$ cat src/rtl/data_ram_arbiter_pkg.sv
// Shared types and helpers for the two-master data RAM arbiter.
// Latency: n/a (declarations only).
// Backpressure: n/a.
package data_ram_arbiter_pkg;

   localparam int ADDR_W = 32;
   localparam int DATA_W = 32;
   localparam int SEL_W  = 4;

   typedef enum logic [1:0] {
      ARB_IDLE  = 2'd0,
      ARB_ISSUE = 2'd1,
      ARB_DONE  = 2'd2
   } arb_state_e;

   // True when every address bit at or above win_bits is zero.
   function automatic logic addr_in_window(input logic [ADDR_W-1:0] addr,
                                           input int unsigned        win_bits);
      logic [ADDR_W-1:0] hi;
      hi = addr >> win_bits;
      return (hi == '0);
   endfunction

endpackage

$ cat src/rtl/data_ram_arbiter_if.sv
// One requester's port onto the data RAM arbiter: request fields in, response out.
// Latency: n/a (wires only).
// Backpressure: req and its fields are held by the master until ready pulses.
// Ports: req/we/sel/addr/wdata from master; rdata/ready/err from arbiter.
interface data_ram_arbiter_if;
   import data_ram_arbiter_pkg::*;

   logic              req;
   logic              we;
   logic [SEL_W-1:0]  sel;
   logic [ADDR_W-1:0] addr;
   logic [DATA_W-1:0] wdata;
   logic [DATA_W-1:0] rdata;
   logic              ready;
   logic              err;

   modport master (output req, we, sel, addr, wdata,
                   input  rdata, ready, err);

   modport slave  (input  req, we, sel, addr, wdata,
                   output rdata, ready, err);
endinterface

$ cat src/rtl/data_ram_arbiter_rr_arbiter2.sv
// Two-way request picker: one-hot grant from req, previous winner and priority mode.
// Latency: combinational.
// Backpressure: none; a lone request always wins, a tie goes to the non-previous winner.
// Ports: req[1:0], last_grant, fixed_prio in; grant[1:0] one-hot (or zero) out.
module data_ram_arbiter_rr_arbiter2 (
   input  logic [1:0] req,
   input  logic       last_grant,
   input  logic       fixed_prio,
   output logic [1:0] grant
);

   always_comb begin
      grant = req;
      // Tie: M0 if it has fixed priority or if M1 was served last.
      if (req == 2'b11) begin
         grant = (fixed_prio || last_grant) ? 2'b01 : 2'b10;
      end
   end

endmodule

$ cat src/rtl/data_ram_arbiter.sv
// Shares one data RAM port between M0 (CPU) and M1 (loader), one access at a time.
// Latency: IDLE -> ISSUE -> DONE; ready pulses two edges after req is sampled, 3 cycles/access.
// Backpressure: losing master keeps req asserted and waits; requests are never dropped.
// Ports: clk, rst (sync, active-high); m0/m1 requester interfaces; ram_* command out, ram_read_data in.
module data_ram_arbiter
   import data_ram_arbiter_pkg::*;
#(
   parameter bit          FIXED_PRIO    = 1'b0,
   parameter int unsigned RAM_ADDR_BITS = 17
) (
   input  logic              clk,
   input  logic              rst,
   data_ram_arbiter_if.slave m0,
   data_ram_arbiter_if.slave m1,
   output logic              ram_en,
   output logic              ram_write_en,
   output logic [SEL_W-1:0]  ram_write_sel,
   output logic [ADDR_W-1:0] ram_write_addr,
   output logic [DATA_W-1:0] ram_write_data,
   input  logic [DATA_W-1:0] ram_read_data
);

   arb_state_e        state;
   logic              owner;
   logic              last_grant;
   logic              err_q;
   logic [1:0]        grant;
   logic              win;
   logic              w_we;
   logic [SEL_W-1:0]  w_sel;
   logic [ADDR_W-1:0] w_addr;
   logic [DATA_W-1:0] w_wdata;
   logic [DATA_W-1:0] rd_capture;

   data_ram_arbiter_rr_arbiter2 u_rr (
      .req        ({m1.req, m0.req}),
      .last_grant (last_grant),
      .fixed_prio (FIXED_PRIO),
      .grant      (grant)
   );

   assign win = grant[1];

   // Fields of the master that wins in IDLE.
   always_comb begin
      w_we    = m0.we;
      w_sel   = m0.sel;
      w_addr  = m0.addr;
      w_wdata = m0.wdata;
      if (win) begin
         w_we    = m1.we;
         w_sel   = m1.sel;
         w_addr  = m1.addr;
         w_wdata = m1.wdata;
      end
   end

   // Only real reads return RAM data; writes and rejected accesses return zero.
   assign rd_capture = (ram_en && !ram_write_en) ? ram_read_data : '0;

   // RAM command is registered at the IDLE->ISSUE edge so it is valid for the
   // whole ISSUE cycle; the response is registered at the ISSUE->DONE edge.
   always_ff @(posedge clk) begin
      if (rst) begin
         state          <= ARB_IDLE;
         owner          <= 1'b0;
         last_grant     <= 1'b1;
         err_q          <= 1'b0;
         ram_en         <= 1'b0;
         ram_write_en   <= 1'b0;
         ram_write_sel  <= '0;
         ram_write_addr <= '0;
         ram_write_data <= '0;
         m0.ready       <= 1'b0;
         m0.err         <= 1'b0;
         m0.rdata       <= '0;
         m1.ready       <= 1'b0;
         m1.err         <= 1'b0;
         m1.rdata       <= '0;
      end else begin
         case (state)
            ARB_IDLE: begin
               if (|grant) begin
                  owner <= win;
                  state <= ARB_ISSUE;
                  if (addr_in_window(w_addr, RAM_ADDR_BITS)) begin
                     err_q          <= 1'b0;
                     ram_en         <= 1'b1;
                     ram_write_en   <= w_we;
                     ram_write_sel  <= w_we ? w_sel : '0;
                     ram_write_addr <= w_addr;
                     ram_write_data <= w_wdata;
                  end else begin
                     err_q <= 1'b1;
                  end
               end
            end
            ARB_ISSUE: begin
               ram_en         <= 1'b0;
               ram_write_en   <= 1'b0;
               ram_write_sel  <= '0;
               ram_write_addr <= '0;
               ram_write_data <= '0;
               last_grant     <= owner;
               m0.ready       <= ~owner;
               m0.err         <= ~owner & err_q;
               m0.rdata       <= owner ? '0 : rd_capture;
               m1.ready       <= owner;
               m1.err         <= owner & err_q;
               m1.rdata       <= owner ? rd_capture : '0;
               state          <= ARB_DONE;
            end
            ARB_DONE: begin
               m0.ready <= 1'b0;
               m0.err   <= 1'b0;
               m0.rdata <= '0;
               m1.ready <= 1'b0;
               m1.err   <= 1'b0;
               m1.rdata <= '0;
               state    <= ARB_IDLE;
            end
            default: state <= ARB_IDLE;
         endcase
      end
   end

endmodule
$ cat src/flat_wrapper.sv
// flat-port wrapper written by rule: the top's interface ports become plain ports
module data_ram_arbiter_flat import data_ram_arbiter_pkg::*;
#(
   parameter bit          FIXED_PRIO    = 1'b0,
   parameter int unsigned RAM_ADDR_BITS = 17
)
  (clk, rst, ram_en, ram_write_en, ram_write_sel, ram_write_addr, ram_write_data, ram_read_data, m0_req, m0_we, m0_sel, m0_addr, m0_wdata, m0_rdata, m0_ready, m0_err, m1_req, m1_we, m1_sel, m1_addr, m1_wdata, m1_rdata, m1_ready, m1_err);
  data_ram_arbiter_if m0_i ();
  data_ram_arbiter_if m1_i ();
  input  logic clk;
  input  logic rst;
  output logic ram_en;
  output logic ram_write_en;
  output logic [SEL_W-1:0] ram_write_sel;
  output logic [ADDR_W-1:0] ram_write_addr;
  output logic [DATA_W-1:0] ram_write_data;
  input  logic [DATA_W-1:0] ram_read_data;
  input wire logic [$bits(m0_i.req)-1:0] m0_req;
  input wire logic [$bits(m0_i.we)-1:0] m0_we;
  input wire logic [$bits(m0_i.sel)-1:0] m0_sel;
  input wire logic [$bits(m0_i.addr)-1:0] m0_addr;
  input wire logic [$bits(m0_i.wdata)-1:0] m0_wdata;
  output wire logic [$bits(m0_i.rdata)-1:0] m0_rdata;
  output wire logic [$bits(m0_i.ready)-1:0] m0_ready;
  output wire logic [$bits(m0_i.err)-1:0] m0_err;
  input wire logic [$bits(m1_i.req)-1:0] m1_req;
  input wire logic [$bits(m1_i.we)-1:0] m1_we;
  input wire logic [$bits(m1_i.sel)-1:0] m1_sel;
  input wire logic [$bits(m1_i.addr)-1:0] m1_addr;
  input wire logic [$bits(m1_i.wdata)-1:0] m1_wdata;
  output wire logic [$bits(m1_i.rdata)-1:0] m1_rdata;
  output wire logic [$bits(m1_i.ready)-1:0] m1_ready;
  output wire logic [$bits(m1_i.err)-1:0] m1_err;
  assign m0_i.req = m0_req;
  assign m0_i.we = m0_we;
  assign m0_i.sel = m0_sel;
  assign m0_i.addr = m0_addr;
  assign m0_i.wdata = m0_wdata;
  assign m0_rdata = m0_i.rdata;
  assign m0_ready = m0_i.ready;
  assign m0_err = m0_i.err;
  assign m1_i.req = m1_req;
  assign m1_i.we = m1_we;
  assign m1_i.sel = m1_sel;
  assign m1_i.addr = m1_addr;
  assign m1_i.wdata = m1_wdata;
  assign m1_rdata = m1_i.rdata;
  assign m1_ready = m1_i.ready;
  assign m1_err = m1_i.err;
  data_ram_arbiter #(.FIXED_PRIO(FIXED_PRIO), .RAM_ADDR_BITS(RAM_ADDR_BITS)) u_core (.clk(clk), .rst(rst), .m0(m0_i), .m1(m1_i), .ram_en(ram_en), .ram_write_en(ram_write_en), .ram_write_sel(ram_write_sel), .ram_write_addr(ram_write_addr), .ram_write_data(ram_write_data), .ram_read_data(ram_read_data));
endmodule
$ cat config.mk
export PLATFORM = sky130hd
export DESIGN_NAME = data_ram_arbiter_flat
export DESIGN_NICKNAME = d
export VERILOG_FILES = /design/src/rtl/data_ram_arbiter_pkg.sv /design/src/rtl/data_ram_arbiter_if.sv /design/src/rtl/data_ram_arbiter_rr_arbiter2.sv /design/src/rtl/data_ram_arbiter.sv /design/src/flat_wrapper.sv
export SDC_FILE = /design/constraint.sdc
export NUM_CORES = 1
export LEC_CHECK = 0
export BUFFER_PORTS_ARGS = -buffer_cell sky130_fd_sc_hd__buf_2
export CORE_MARGIN = 4
export CORE_UTILIZATION = 41
export CTS_CLUSTER_DIAMETER = 80
export DETAILED_ROUTE_END_ITERATION = 6
export PLACE_DENSITY = 0.86
export SETUP_SLACK_MARGIN = 0.02
export SYNTH_ARGS = -nofsm -noshare
export SYNTH_HDL_FRONTEND = slang
export SYNTH_SLANG_ARGS = --single-unit
$ cat constraint.sdc
create_clock -name clk -period 1.8 [get_ports clk]
set_input_delay 0.45 -clock clk [delete_from_list [all_inputs] [get_ports clk]]
set_output_delay 0.45 -clock clk [all_outputs]
set_load 0.01 [all_outputs]
==> metrics.md, run 1 <==
| Metric | Value |
|---|---|
| Run status | finished, violations left |
| Violated checks | negative setup slack |
| RSZ-0062 raised after global routing | yes |
| Count of placed standard cells in the final layout, fillers left out | 1122 |
| Clock slew at the register clock pins of the worst setup and hold paths | about 0.060 ns |
| Portion of total power attributed to sequential cells | between 40 and 50% |
| Critical Path Start Type | flip-flop |
| Maximum number of pins on one net before global-route repair | 74 |
| Count of fill cells added during filler insertion | approximately 1100 |
| Width of the die | 128.6 microns |
| Cell-internal power | about 5.6 mW |
| Total nets after synthesis | just under 800 |
| Die Height | 128.6 microns |
| Half-perimeter wire length after detailed placement | about 13 mm |
| Data arrival time at the worst-slack endpoint | ~2.4 ns |
| Area enclosed by the die boundary | between 0.015 and 0.02 sq mm |
| Overall track demand over capacity in global routing | about a fifth |
| Number of port buffers | just over 300 |
| Post-route setup slack | -0.2462 ns |
| Power density normalized to cell area | 862.7 mW/mm^2 |
| Fmax | roughly 490 MHz |
| Post-route standard cell area excluding fillers | between 0.008 and 0.009 sq mm |
| Sequential-to-total area share from yosys stat | ~48% |
| Final Skew | just under 0.01 ns |
| Leakage power | ~4 nW |
| Most common cell after layout, fill and taps aside | buf_2 |
| Worst setup path class | flip-flop to flip-flop |
| Number of detailed-routing iterations run before antenna repair | 5 |
| Layout cell share with drive strength beyond 1 | approximately half |
| Overflow left after global routing | 0 |
| Ratio of routed vias to standard cells | 5.249 |
| # H-tree levels | 4 |
| VDD IR-drop max | approximately 0.0006 V |
| Crit path launch | u_core.state[0] |
| Worst max-slew margin expressed relative to the limit | about three quarters |
| Switching Fraction | 24.94% |
| Overall via count from detail_route | between 5000 and 6000 |
| Path class of the lowest-slack min-delay path | primary input to flip-flop |
| Share of total power in the clock network | ~45% |
| Reported max-cap violation count | 0 |
| Cell variety after synth | 33 |
| Type of destination of the critical path | flip-flop |
| Cells on worst reg2reg path | 9 |
| Cell Area, Synth | just under 0.006 sq mm |
| Final Critical Period | 2.046 ns |
| HP Start | ram_read_data[24] |
| Area growth from synthesis to layout | 46.17% |
| Number of primary I/O pins | between 300 and 400 |
| Worst hold path cell count | 3 |
| # nets final | between 1000 and 1500 |
| Antenna violations before repair | 0 |
| Number of standard-cell rows in the floorplan | 43 |
| Total power | ~7.5 mW |
| Leading cell types in the layout, fill and taps excluded | buf_2 (311), dfxtp_1 (141), nand2_1 (108), nor2_1 (72), a32oi_1 (64) |
| Final count of hold timing violations | 0 |
| Gate count after technology mapping | roughly 600 |
| Post-route core utilization | between 60% and 70% |
| Ys Warns | 0 |
| Vias in the first global route | 5718 |
| Total of flip-flops plus latches after synthesis | approximately 140 |
| Switch Pwr | 1.876 mW |
| Number of nets with antenna violations after routing | 0 |
| Fraction of the cycle the final worst path needs | 113.7% |
| Dpl cell area | around 0.0079 sq mm |
| Avg WL per Cell | roughly 16 microns |
| Syn Area/Cell | ~9.7 sq um |
| Iteration-0 DRC count of the detailed router | 345 |
| Crit path max fanout | 6 |
| Clock tree from TritonCTS | done |
| Total of endpoints with negative setup slack in the final report | a little over 70 |
| Req. time, crit path | about 2.1 ns |
| Global-route wire length before repair | approximately 28 mm |
| Diodes inserted | 0 |
| Number of buffers inserted for hold repair after clock tree synthesis | 0 |
| RR Startpoint | u_core.state[0] |
| Placed instance count | 1079 |
| Effective utilization at floorplan | a little over two fifths |
| Global placement routability congestion | about 0.84 |
| Combinational share of power | 12.5% |
| Clock root buffer master | clkbuf_16 |
| Clock buffers created by TritonCTS | 17 |
| Slew at the pin closest to its max-slew limit | ~0.35 ns |
| Placeable core region | between 0.01 and 0.015 sq mm |
| Clk sink count | around 140 |
| Final routed wirelength across all metal layers | between 15 and 20 mm |
| Clk buf depth | 2 |
| Max-slew violation count | 0 |
| Clock latency of the later-clocked register in the worst-skew pair | around 0.41 ns |
| # DRC | 0 |
## power groups by stage
stage	combinational, mW	sequential (mW)	clock [mW]
floorplan	0.488	3.27	0
global placement	0.892	3.27	0
detailed placement	0.905	3.27	0
CTS	0.927	3.20	3.44
global route	1.02	3.20	3.59
finish	0.938	3.20	3.38
## critical path, stage by stage (launching register included)
cell,delay (ns)
dfxtp_2,0.32
inv_2,0.07
ha_4,0.15
nor3b_4,0.20
nand4_1,0.16
a2111oi_4,0.36
buf_4,0.20
clkbuf_16,0.17
buf_8,0.12
mux2i_1,0.22
## layer usage
layer	wire, microns	global-route usage (%)	up-vias
met5	0	0	-
met4	582	9.389	0
met3	1340	5.438	48
met2	9338	36.44	259
met1	7068	23.39	2758
li1	-	-	2824
## worst paths after layout
kind / to / slack, ns
setup / recovery: u_core.ram_write_data[23] / -0.25
hold / removal: u_core.m0.rdata[24] / 0.31
hold reg to reg: u_core.ram_write_addr[10] / 0.45
setup reg to reg: u_core.ram_write_data[23] / -0.25
## synthesized netlist by cell type
cell       instances  area share [%]
nor4b_1            1            0.15
buf_4              2            0.25
dfxtp_1          143              48
nor3_1             3            0.25
nor3b_1            2            0.25
nor2_1            73             4.6
o21ba_2            1            0.17
and3b_1           15             2.2
ha_1               3            0.63
nand2_1          108             6.8
a211o_1            1            0.15
a32oi_1           64             9.4
a21bo_2            1            0.17
inv_2              1           0.063
clkbuf_1          38             2.4
nand4_1            2            0.21
a2111oi_2          1            0.25
o32a_1             1            0.17
a22oi_1            3            0.38
a21oi_1            4            0.34
a211oi_1           1            0.13
mux2_2            50             9.4
a21boi_2           1            0.19
nand3_1            9            0.76
a21o_1             4            0.50
mux2i_1           55             9.2
buf_1              2            0.13
nor2b_1            3            0.31
buf_6              6             1.1
buf_2              6            0.50
or2_2              1            0.10
nor4_1             5            0.52
inv_1              4            0.25
## sequential cells by signal (all words and copies together), names as in the netlist
signal and flops:
u_core.owner 1, u_core.m1.ready 1, u_core.state 2, u_core.err_q 1
u_core.ram_write_en 1, u_core.m1.rdata 32, u_core.m0.err 1, u_core.ram_write_sel 4
u_core.ram_write_data 32, u_core.m0.rdata 32, u_core.ram_write_addr 32, u_core.last_grant 1
u_core.m0.ready 1, u_core.m1.err 1, u_core.ram_en 1
## timing repair
action	CTS	global route
pin swaps	1	3
setup endpoints to repair	71	71
resized for setup	9	17
gates cloned	1	2
setup buffers	3	5
## area by class of cell
type                            count  area [sq um]  share of cell area [%]
Clock buffer                       18         429.2                   4.923
Clock inverter                     14         142.6                   1.636
Inverter                            5         18.77                  0.2153
Multi-Input combinational cell    412          2944                   33.77
Sequential cell                   143          2865                   32.86
Tap cell                          180         225.2                   2.583
Timing Repair Buffer              350          2093                   24.01
## kinds of logic after synthesis
logic type	after synthesis	share of synthesized area (%)
and+or+nand+nor	222	16.15
adders and majority gates	3	0.6294
buffers and inverters	59	4.720
DFF	143	48.00
muxes	105	18.67
AOI/OAI and AO/OA	82	11.83
## per-stage QoR
step / setup WS [ns] / TNS [ns] / hold WS, ns
floorplan: -0.02028 / -0.1710 / 0.4754
global placement: -0.3037 / -18.21 / 0.4383
detailed placement: -0.3441 / -19.75 / 0.4447
CTS: -0.1935 / -10.58 / 0.2918
global route: -0.3483 / -20.88 / 0.3051
finish: -0.2462 / -14.01 / 0.3092
Note: power is estimated with default switching activity, not from simulation.
==> run 2: changes to the inputs <==
--- a/config.mk
+++ b/config.mk
@@ -5,9 +5,10 @@
 export SDC_FILE = /design/constraint.sdc
 export NUM_CORES = 1
 export LEC_CHECK = 0
+export ABC_AREA = 1
 export BUFFER_PORTS_ARGS = -buffer_cell sky130_fd_sc_hd__buf_2
 export CORE_MARGIN = 4
-export CORE_UTILIZATION = 41
+export CORE_UTILIZATION = 42
 export CTS_CLUSTER_DIAMETER = 80
 export DETAILED_ROUTE_END_ITERATION = 6
 export PLACE_DENSITY = 0.86
==> run 2 against run 1 <==
Net effect:
- the flow still finishes with violations (negative setup slack)
- fmax rose by 5.4%
- setup slack improved by 0.11 ns
- register-to-register slack improved by 0.11 ns
- clock skew rose by 0.00058 ns
- power rose by 6.2%
- non-clock buffer count rose by 10
- wire length rose by 24%
- first-iteration DRC count rose by 26%
- critical path depth rose by 4
- critical path type unchanged
- critical endpoint is now u_core.ram_write_data[5]
==> metrics.md, run 2 <==
| Metric | Value |
|---|---|
| Total of endpoints with negative setup slack in the final report | 71 (unchanged) |
| Post-route core utilization | 63.16% (+1.1 points) |
| # DRC | 0 (unchanged) |
| Overall track demand over capacity in global routing | 22.84% (+2.2 points) |
| Post-route standard cell area excluding fillers | 0.009602 sq mm (+10%) |
| Maximum number of pins on one net before global-route repair | 102 (+38%) |
| Total power | 7.990 mW (+6.2%) |
| Post-synth top flop | dfxtp_1 |
| Top cells by area, synth | dfxtp_1 (44%), nand3_1 (9.5%), mux2_2 (8.5%), a22oi_1 (7.4%), nor2_1 (6.6%) |
| Destination of the critical timing path | u_core.ram_write_data[5] |
| Area growth from synthesis to layout | 47.66% |
| Worst hold margin | 0.3628 ns (+0.05362 ns) |
| Sequential-to-total area share from yosys stat | 44.03% (-4.0 points) |
| Area enclosed by the die boundary | 0.01754 sq mm (+6.0%) |
| Number of buffers inserted for hold repair after clock tree synthesis | 0 (unchanged) |
| Critical Path Start Type | flip-flop |
| Worst setup path class | flip-flop to flip-flop |
| Number of standard-cell rows in the floorplan | 45 (+4.7%) |
| Count of flip-flops with a built-in enable after synthesis | 0 (unchanged) |
| Avg WL per Cell | 17.20 microns (+5.3%) |
| Vias in the first global route | 6621 (+16%) |
| Diodes inserted | 0 (unchanged) |
| Sum of negative setup slack | -4.159 ns (+9.853 ns) |
| Violated checks | negative setup slack |
| Worst R2R End | u_core.ram_write_data[5] |
| Final Critical Period | 1.940 ns (-0.1057 ns) |
| Layout cell share with drive strength beyond 1 | 45.61% (-2.6 points) |
| # nets final | 1304 (+18%) |
| Path class of the lowest-slack min-delay path | primary input to flip-flop |
| Cell type with the highest aggregate area in the netlist | dfxtp_1 |
| Setup slack of the worst register-to-register path | -0.14 ns (+0.11 ns) |
| Power density normalized to cell area | 832.1 mW/mm^2 (-3.5%) |
| Top cells by instance count after synthesis | dfxtp_1 (143), nand3_1 (124), nor2_1 (114), nand2_1 (91), a22oi_1 (64) |
| Effective utilization at floorplan | 42.77% (+0.30 points) |
| Ratio of routed vias to standard cells | 5.368 (+2.3%) |
| Clk sink count | 143 (unchanged) |
| Number of primary I/O pins | 312 (unchanged) |
| Ys Warns | 0 (unchanged) |
| Req. time, crit path | 2.14 ns (about the same) |
| Most common cell after layout, fill and taps aside | buf_2 |
| Antenna violations before repair | 0 (unchanged) |
| Data arrival time at the worst-slack endpoint | 2.28 ns (-0.09 ns) |
| Crit path launch | u_core.last_grant |
| Clk buf depth | 2 (unchanged) |
| Share of flip-flops with an asynchronous set or reset | 0% (unchanged) |
| Syn Area/Cell | 7.930 sq um (-18%) |
| Width of the die | 132.4 microns (+3.0%) |
| Clock slew at the register clock pins of the worst setup and hold paths | 0.06 ns (about the same) |
| Iteration-0 DRC count of the detailed router | 435 (+26%) |
| Worst max-slew margin expressed relative to the limit | 61.21% (-15 points) |
| Dpl cell area | 0.008358 sq mm (+5.7%) |
| Clock root buffer master | clkbuf_16 |
| Final routed wirelength across all metal layers | 22.81 mm (+24%) |
| Crit path max fanout | 8 (+2) |
| Slew at the pin closest to its max-slew limit | 0.5819 ns (+0.2302 ns) |
| Half-perimeter wire length after detailed placement | 14.57 mm (+13%) |
| Final Skew | 0.01041 ns (+0.0005823 ns) |
| Total nets after synthesis | 997 (+26%) |
| Global placement routability congestion | 0.8544 (+1.4%) |
| Gate count after technology mapping | 820 (+34%) |
| Overall via count from detail_route | 7118 (+21%) |
| Fmax | 515.3 MHz (+5.4%) |
| Overflow left after global routing | 0 (unchanged) |
| Total of flip-flops plus latches after synthesis | 143 (unchanged) |
| Global-route wire length before repair | 32.70 mm (+19%) |
| Max-slew violation count | 0 (unchanged) |
| Clock buffers created by TritonCTS | 17 (unchanged) |
| Cell Area, Synth | 0.006502 sq mm (+9.0%) |
| Type of destination of the critical path | flip-flop |
| Cell variety after synth | 23 (-30%) |
| Post-route setup slack | -0.1405 ns (+0.1057 ns) |
| Leading cell types in the layout, fill and taps excluded | buf_2 (310), dfxtp_1 (140), nor2_1 (108), nand3_1 (98), nand2_1 (72) |
| Count of fill cells added during filler insertion | 1253 (+12%) |
| Leakage power | 4.599 nW (+15%) |
| VDD IR-drop max | 0.0006334 V (+5.1%) |
| Placeable core region | 0.01520 sq mm (+8.3%) |
| Top cell type's share of synthesized area | 44.03% (-4.0 points) |
| Clock latency of the later-clocked register in the worst-skew pair | 0.41 ns (about the same) |
| Cells on worst reg2reg path | 13 (+4) |
| Number of nets with antenna violations after routing | 0 (unchanged) |
| Number of port buffers | 311 (unchanged) |
| # H-tree levels | 4 (unchanged) |
| Most frequently used cell type in the post-synthesis netlist | dfxtp_1 |
| Final count of hold timing violations | 0 (unchanged) |
| Clock tree from TritonCTS | done |
| Reported max-cap violation count | 0 (unchanged) |
| Number of detailed-routing iterations run before antenna repair | 5 (unchanged) |
| RR Startpoint | u_core.last_grant |
| Die Height | 132.4 microns (+3.0%) |
| RSZ-0062 raised after global routing | yes |
| Fraction of the cycle the final worst path needs | 107.8% (-5.9 points) |
| Run status | finished, violations left |
## run 2: cell types whose count changed after synthesis, sizes merged, moves of 24 or more
cell	before	now
nand3	9	124
a32oi	64	0
inv	5	56
nor2	73	115
a21oi	4	61
buf	16	40
a22oi	3	64
mux2i	55	0
## run 2: worst min path at each step
stage | startpoint | to | slack [ns] | cells past startpoint
finish | rst | u_core.last_grant | 0.36 | 3
floorplan | u_core.last_grant | u_core.last_grant | 0.45 | 2
global route | rst | u_core.last_grant | 0.40 | 3
global placement | u_core.m0.err | u_core.m0.err | 0.45 | 2
detailed placement | u_core.m1.err | u_core.m1.err | 0.46 | 2
CTS | rst | u_core.last_grant | 0.33 | 3
## run 2: area by class of cell
cell class	count	area, sq um	area share [%]
flip-flops and latches	143	2869	29.88
clock buffers	20	436.7	4.548
well taps	188	235.2	2.450
clock inverters	10	141.4	1.473
repair buffers	360	2276	23.70
multi-input cells	547	3426	35.68
inverters	58	217.7	2.267
## run 2: routing by layer
layer  wire, microns  up-vias  GRT usage [%]
li1                -     3384              -
met1            8491     3296          26.01
met2           11330      369          38.77
met3            1977       69          6.958
met4            1016        0          11.61
met5               0        -              0
## run 2: cells by family after synthesis
family | synth area share (%)
buffers and inverters | 8.755
AO/OA/AOI/OAI | 12.87
flip-flops | 44.03
multiplexers | 8.486
adder cells (fa/ha/maj) | 0.5773
AND/OR/NAND/NOR | 25.28
## run 2: power by group
part	switching [mW]	internal (mW)
registers	0.0230	3.19
logic	0.731	0.543
clock network	1.34	2.16
## run 2: through the flow
step / worst slack (ns) / std cells
6_report: -0.1405 / 1326
5_1_grt: -0.1955 / 1326
4_1_cts: 0.004870 / 1317
3_5_place_dp: -0.3017 / 1279
3_3_place_gp: -0.2261 / 1279
2_1_floorplan: -0.002643 / 820
## run 2: worst max-delay path, stage by stage, from the launching register on
cell       delay, ns
dfxtp_4         0.38
nand2_8         0.09
nand2_8         0.11
clkbuf_16       0.15
nand2_1         0.05
nand2_1         0.06
nand2_1         0.07
nor2_1          0.16
nand2_2         0.12
nor2_8          0.15
buf_6           0.15
buf_16          0.14
nand3_2         0.08
a21oi_2         0.15
## run 2: timing repair
action / 4_1_cts / 5_1_grt
endpoints found under the hold margin: 0 / 0
endpoints found under the setup margin: 70 / 70
cloned: 4 / 6
pin swaps: 25 / 55
gates resized for setup: 31 / 75
buffers inserted: 4 / 4
